**config.mk**
```make
export PLATFORM = sky130hd
export DESIGN_NAME = uart_rx_buffered_flat
export DESIGN_NICKNAME = d
export VERILOG_FILES = /design/src/rtl/uart_rx_buffered_if.sv /design/src/rtl/uart_rx_buffered.sv /design/src/flat_wrapper.sv
export SDC_FILE = /design/constraint.sdc
export NUM_CORES = 1
export LEC_CHECK = 0
export BUFFER_PORTS_ARGS = -buffer_cell sky130_fd_sc_hd__buf_2
export CELL_PAD_IN_SITES_DETAIL_PLACEMENT = 0
export CELL_PAD_IN_SITES_GLOBAL_PLACEMENT = 1
export CORE_MARGIN = 1.5
export CORE_UTILIZATION = 55
export CTS_CLUSTER_SIZE = 10
export DETAILED_ROUTE_END_ITERATION = 10
export GPL_ROUTABILITY_DRIVEN = 0
export GPL_TIMING_DRIVEN = 0
export PLACE_DENSITY_LB_ADDON = 0.05
export SLEW_MARGIN = 40
export SYNTH_ARGS = -nofsm -noshare
export SYNTH_HDL_FRONTEND = slang
export SYNTH_SLANG_ARGS = --single-unit
```
**constraint.sdc**
```tcl
create_clock -name clk -period 8.7 [get_ports clk]
set_clock_uncertainty 0.1 [all_clocks]
set_input_delay 0 -clock clk [delete_from_list [all_inputs] [get_ports clk]]
set_output_delay 0 -clock clk [all_outputs]
set_load 0.02 [all_outputs]
```
**src/rtl/uart_rx_buffered_if.sv**
```systemverilog
// uart_rx_buffered_if: read/status bus between the UART receive FIFO and the SOC peripheral
interface uart_rx_buffered_if #(parameter int BUFFER_SIZE = 16);
  logic rd_en;
  logic [7:0] rd_data;
  logic rd_valid;
  logic empty;
  logic full;
  logic [$clog2(BUFFER_SIZE):0] count;
  logic overrun;
  logic frame_error;
  logic clear_errors;
`ifdef UART_RX_PARITY_EN
  logic parity_error;
  modport master(output rd_en, clear_errors,
                 input rd_data, rd_valid, empty, full, count, overrun, frame_error, parity_error);
  modport slave(input rd_en, clear_errors,
                output rd_data, rd_valid, empty, full, count, overrun, frame_error, parity_error);
`else
  modport master(output rd_en, clear_errors,
                 input rd_data, rd_valid, empty, full, count, overrun, frame_error);
  modport slave(input rd_en, clear_errors,
                output rd_data, rd_valid, empty, full, count, overrun, frame_error);
`endif
endinterface

```
**src/rtl/uart_rx_buffered.sv**
```systemverilog
// uart_rx_buffered: 8N1 UART receiver feeding a byte FIFO; define UART_RX_PARITY_EN for 8E1 with parity_error
module uart_rx_buffered #(
  parameter int CLOCK_FREQ = 25000000,
  parameter int BIT_RATE = 115200,
  parameter int BUFFER_SIZE = 16
) (
  input logic clk,
  input logic reset,
  input logic rx,
  uart_rx_buffered_if.slave bus
);
  localparam int BIT_TICKS = CLOCK_FREQ / BIT_RATE;
  localparam int TW = $clog2(BIT_TICKS);
  localparam int AW = $clog2(BUFFER_SIZE);
  localparam int CW = AW + 1;
  localparam logic [TW-1:0] MID = TW'(BIT_TICKS / 2);
  localparam logic [TW-1:0] LAST = TW'(BIT_TICKS - 1);
`ifdef UART_RX_PARITY_EN
  typedef enum logic [2:0] {IDLE, START, DATA, PARITY, STOP} state_t;
  localparam state_t AFTER_DATA = PARITY;
`else
  typedef enum logic [1:0] {IDLE, START, DATA, STOP} state_t;
  localparam state_t AFTER_DATA = STOP;
`endif
  state_t state;
  logic rx_m, rx_s;
  logic [TW-1:0] tick;
  logic [2:0] bit_idx;
  logic [7:0] shift;
  logic stop_smp, push, push_ok, pop, ferr;
  logic [7:0] mem [BUFFER_SIZE];
  logic [AW-1:0] wr_ptr, rd_ptr;
  logic [CW-1:0] count;
`ifdef UART_RX_PARITY_EN
  logic par_bad, perr;
  assign perr = state == PARITY && tick == LAST && rx_s != ^shift;
  assign push = stop_smp && rx_s && !par_bad;
`else
  assign push = stop_smp && rx_s;
`endif
  assign stop_smp = state == STOP && tick == LAST;
  assign ferr = stop_smp && !rx_s;
  // pop is evaluated first so a push into a full FIFO still lands when a read frees a slot
  assign pop = bus.rd_en && count != '0;
  assign push_ok = push && (count != CW'(BUFFER_SIZE) || pop);
  assign bus.count = count;
  assign bus.empty = count == '0;
  assign bus.full = count == CW'(BUFFER_SIZE);
  always_ff @(posedge clk) begin
    if (reset) begin
      rx_m <= 1'b1;
      rx_s <= 1'b1;
      state <= IDLE;
      tick <= '0;
      bit_idx <= '0;
      shift <= '0;
`ifdef UART_RX_PARITY_EN
      par_bad <= 1'b0;
`endif
    end else begin
      rx_m <= rx;
      rx_s <= rx_m;
      tick <= tick + 1'b1;
      case (state)
        IDLE: begin
          tick <= '0;
          bit_idx <= '0;
          if (!rx_s) state <= START;
        end
        START: if (tick == MID) begin
          tick <= '0;
          state <= rx_s ? IDLE : DATA;
        end
        DATA: if (tick == LAST) begin
          tick <= '0;
          shift <= {rx_s, shift[7:1]};
          bit_idx <= bit_idx + 1'b1;
          if (bit_idx == 3'd7) state <= AFTER_DATA;
        end
`ifdef UART_RX_PARITY_EN
        PARITY: if (tick == LAST) begin
          tick <= '0;
          par_bad <= rx_s != ^shift;
          state <= STOP;
        end
`endif
        STOP: if (tick == LAST) state <= IDLE;
        default: state <= IDLE;
      endcase
    end
  end
  always_ff @(posedge clk) if (push_ok) mem[wr_ptr] <= shift;
  always_ff @(posedge clk) begin
    if (reset) begin
      wr_ptr <= '0;
      rd_ptr <= '0;
      count <= '0;
      bus.rd_data <= 8'h00;
      bus.rd_valid <= 1'b0;
      bus.overrun <= 1'b0;
      bus.frame_error <= 1'b0;
`ifdef UART_RX_PARITY_EN
      bus.parity_error <= 1'b0;
`endif
    end else begin
      bus.rd_valid <= pop;
      if (pop) begin
        bus.rd_data <= mem[rd_ptr];
        rd_ptr <= rd_ptr + 1'b1;
      end
      if (push_ok) wr_ptr <= wr_ptr + 1'b1;
      count <= count + CW'(push_ok) - CW'(pop);
      bus.overrun <= (bus.overrun && !bus.clear_errors) || (push && !push_ok);
      bus.frame_error <= (bus.frame_error && !bus.clear_errors) || ferr;
`ifdef UART_RX_PARITY_EN
      bus.parity_error <= (bus.parity_error && !bus.clear_errors) || perr;
`endif
    end
  end
endmodule

```
**src/flat_wrapper.sv**
```systemverilog
// flat-port wrapper written by rule: the top's interface ports become plain ports
module uart_rx_buffered_flat 
#(
  parameter int CLOCK_FREQ = 25000000,
  parameter int BIT_RATE = 115200,
  parameter int BUFFER_SIZE = 16
)
  (clk, reset, rx, bus_rd_en, bus_clear_errors, bus_rd_data, bus_rd_valid, bus_empty, bus_full, bus_count, bus_overrun, bus_frame_error);
  uart_rx_buffered_if #(.BUFFER_SIZE(BUFFER_SIZE)) bus_i ();
  input logic clk;
  input logic reset;
  input logic rx;
  input wire logic [$bits(bus_i.rd_en)-1:0] bus_rd_en;
  input wire logic [$bits(bus_i.clear_errors)-1:0] bus_clear_errors;
  output wire logic [$bits(bus_i.rd_data)-1:0] bus_rd_data;
  output wire logic [$bits(bus_i.rd_valid)-1:0] bus_rd_valid;
  output wire logic [$bits(bus_i.empty)-1:0] bus_empty;
  output wire logic [$bits(bus_i.full)-1:0] bus_full;
  output wire logic [$bits(bus_i.count)-1:0] bus_count;
  output wire logic [$bits(bus_i.overrun)-1:0] bus_overrun;
  output wire logic [$bits(bus_i.frame_error)-1:0] bus_frame_error;
  assign bus_i.rd_en = bus_rd_en;
  assign bus_i.clear_errors = bus_clear_errors;
  assign bus_rd_data = bus_i.rd_data;
  assign bus_rd_valid = bus_i.rd_valid;
  assign bus_empty = bus_i.empty;
  assign bus_full = bus_i.full;
  assign bus_count = bus_i.count;
  assign bus_overrun = bus_i.overrun;
  assign bus_frame_error = bus_i.frame_error;
  uart_rx_buffered #(.CLOCK_FREQ(CLOCK_FREQ), .BIT_RATE(BIT_RATE), .BUFFER_SIZE(BUFFER_SIZE)) u_core (.clk(clk), .reset(reset), .rx(rx), .bus(bus_i));
endmodule
```
==> reports/results.tsv <==
stage	metric	value	unit
run_status	status	completed	
clock_tree	Max Root-Sink Buffers	2	
clock_tree	# hold bufs at CTS	3	
final_layout	area growth from synthesis to layout	14.69	%
placed_design	pre-CTS setup slack	5.518	ns
clock_tree	clk_lat worst skew	0.42	ns
sta	part of the cycle the worst path needs	0.3646	
final_layout	Final Core Density	0.6423	
min_path	Hold/Removal Path Class	in -> reg	
global_routing	initial antenna violation count	0	
sta	setup ws final	5.528	ns
worst_setup_path	slowest stage delay, CP	0.63	ns
placed_design	detailed placer's ending HPWL	8.889	mm
synth	Top FF cell, synth	edfxtp_1	
drt	drt total wl	13.40	mm
sta	min Tclk post-route	3.172	ns
worst_setup_path	CP max stage cell	or4b_2	
drt	first drt pass iteration count	5	
synth	Synth Instances	444	
worst_setup_path	critical path class	reg -> reg	
synth	number of flops mapped to enable cells by yosys	128	
global_routing	vias in the first global route	3835	
global_routing	global-route wire length before repair	21.01	mm
global_routing	met3 Use GR	0.04393	
floorplanning	die extent in y	115.9	um
worst_setup_path	CP Capture Type	flop	
global_routing	total gr overflow	0	
sta	Pins Over Slew Limit	0	
global_routing	largest net degree at the start of global routing	19	
drt	DR iter-0 viols	313	
sta	unrepaired setup endpoints after global routing	no	
final_layout	diodes inserted	0	
drt	post-route ant nets	0	
drt	vias	3821	
worst_setup_path	Critical Path AT	3.41	ns
worst_setup_path	CP dominant cell by count	inv_1	
synth	Post-Syn Area	7010	sq um
sta	fmax	315.2	MHz
drt	WL/cell	19.87	um
floorplanning	num ports	23	
synth	synth unique cells	43	
synth	Syn Nets	465	
placed_design	port bufs	22	
global_routing	GR Layer Usage met1	0.2977	
clock_tree	post-cts resize count	0	
worst_setup_path	delay-heaviest family, CP	simple AND/OR/NAND/NOR gates	
worst_setup_path	CP Launch Type	flop	
clock_tree	CTS tree	built	
placed_design	placed cell count	638	
synth	Seq/Total Area, Yosys	0.6825	
global_routing	gr busiest metal	met2	
pwr	Worst VDD drop	0.0001862	V
final_layout	Nets	510	
floorplanning	die width	115.9	um
worst_setup_path	critical-path cell list	inv_1, ha_1, or4b_2, nand2_1, inv_1, ha_1, inv_1, ha_1, inv_1, fa_1, nor2b_1, o21bai_1, nand3_1, nor3b_1	
synth	syn_area_per_cell	15.79	sq um
final_layout	share of layout cells above drive strength 1	0.2151	
floorplanning	die area	13430	sq um
clock_tree	Max H-tree Level	4	
clock_tree	Clock Sinks	175	
floorplanning	core region area	12520	sq um
final_layout	fin cells	674	
worst_setup_path	CP max FO	5	
pwr	LEAKAGE	2.698	nW
clock_tree	clock root buffer	clkbuf_16	
global_routing	grt met2 use	0.3561	
sta	final setup vio count	0	
synth	async set-reset flop share out of synthesis	0	
job	Max-Cap Viols	0	
synth	YS warnings	0	
floorplanning	FP Rows	41	
worst_setup_path	CP Data Required Time	8.94	ns
pwr	Pwr Total	2.073	mW
sta	Slew headroom	0.4610	
drt	Via density	5.669	
floorplanning	initial core utilization	0.5601	
pwr	Pwr Density	257.8	nW/um^2
sta	Final Hold Viols	0	
sta	Worst Tran Pin Value	0.8056	ns
worst_setup_path	worst path buffer plus inverter count	4	
clock_tree	Reg clk slew, reported paths	0.06	ns
synth	flops & latches, synth	175	
drt	DRC	0	
global_routing	Global Route Usage Sum	0.2208	
sta	Fin Setup TNS	0	ns
clock_tree	total clock buffers created by CTS	17	
clock_tree	number of setup buffers added after CTS	0	
## through the flow
stage | instance area, sq um | hold slack (ns)
finish | 8040 | 0.03453
global route | 8040 | 0.07641
CTS | 8018 | 0.02938
detailed placement | 7363 | 0.08413
global placement | 7336 | 0.08449
floorplan | 7010 | 0.003811
## synth_stat cells (5+ instances only)
cell      instances  area [sq um]
buf_2             5         25.02
nand3b_1          9         67.56
ha_1             15         187.7
mux2i_1          24         240.2
xor2_1            6         52.55
a21oi_1          12         60.06
nand2_1           9         33.78
edfxtp_1        128          3844
inv_1            19         71.32
nor2_1           39         146.4
clkbuf_1         14         52.55
dfxtp_1          47         940.9
mux4_2           32         720.7
o221ai_1          8         70.07
nor3_1            6         30.03
nand3_1          14         70.07
o21ai_0           7         35.03
## registers in the layout (all words and copies together), names as in the netlist, named ones only
register                flops
u_core.state                1
u_core.bus.overrun          1
u_core.wr_ptr               4
u_core.bus.rd_valid         1
u_core.shift                8
u_core.tick                 8
u_core.bus.frame_error      1
u_core.mem                128
u_core.bit_idx              3
u_core.rx_m                 1
u_core.rx_s                 1
u_core.bus.count            5
u_core.bus.rd_data          8
u_core.rd_ptr               4
## layer usage
metal / wire, um / share of wire
met1: 5938 / 0.44
met2: 6638 / 0.50
met3: 549 / 0.041
met4: 269 / 0.020
met5: 0 / 0
## area by class of cell
| type | instances | area (sq um) |
|---|---|---|
| plain buffers | 24 | 98.84 |
| clock buffers | 17 | 425.4 |
| clock inverters | 15 | 198.9 |
| fillers | 954 | 4477 |
| inverters | 19 | 71.32 |
| multi-input cells | 226 | 2098 |
| flip-flops and latches | 175 | 4785 |
| well taps | 172 | 215.2 |
| repair buffers | 26 | 147.6 |
## tightest hold or removal path, stage by stage
cell	delay (ns)
buf_2	0.15
a221o_1	0.31
nor2_1	0.06
## report_power, final
part	switching (mW)	internal, mW	leakage, nW
combinational	0.190	0.152	0.822
sequential	0.0203	0.910	1.57
clock	0.298	0.503	0.308
total	0.509	1.56	2.70
## worst paths after layout
kind                        from                   to  slack [ns]  cells past startpoint
max reg2reg  u_core.bus.count[2]  u_core.bus.count[4]        5.53                     14
max          u_core.bus.count[2]  u_core.bus.count[4]        5.53                     14
min                        reset       u_core.tick[1]        0.03                      3
min reg2reg          u_core.rx_m          u_core.rx_s        0.31                      1
## cell usage in the layout, fill, tap and decap left out, drive strengths merged, types with 7 or more instances in the layout
master / count
nand3: 14
o21ai: 7
edfxtp: 128
nand3b: 9
clkinv: 9
mux2i: 24
inv: 19
o221ai: 8
ha: 15
nand2: 9
dfxtp: 47
mux4: 32
clkbuf: 32
nor2: 39
buf: 32
a21oi: 12
## cell families (layout without fill, tap and decap cells)
family                     Yosys count  in the layout  share of synthesized area
adders and majority gates           16             16                    0.02963
DFF                                175            175                     0.6825
buffers and inverters               43            101                    0.02409
and+or+nand+nor                    105            105                    0.07710
AOI/OAI and AO/OA                   39             39                    0.03712
xor gates and xnor gates            10             10                    0.01249
muxes                               56             56                     0.1371
(Power assumes the default switching activity.)
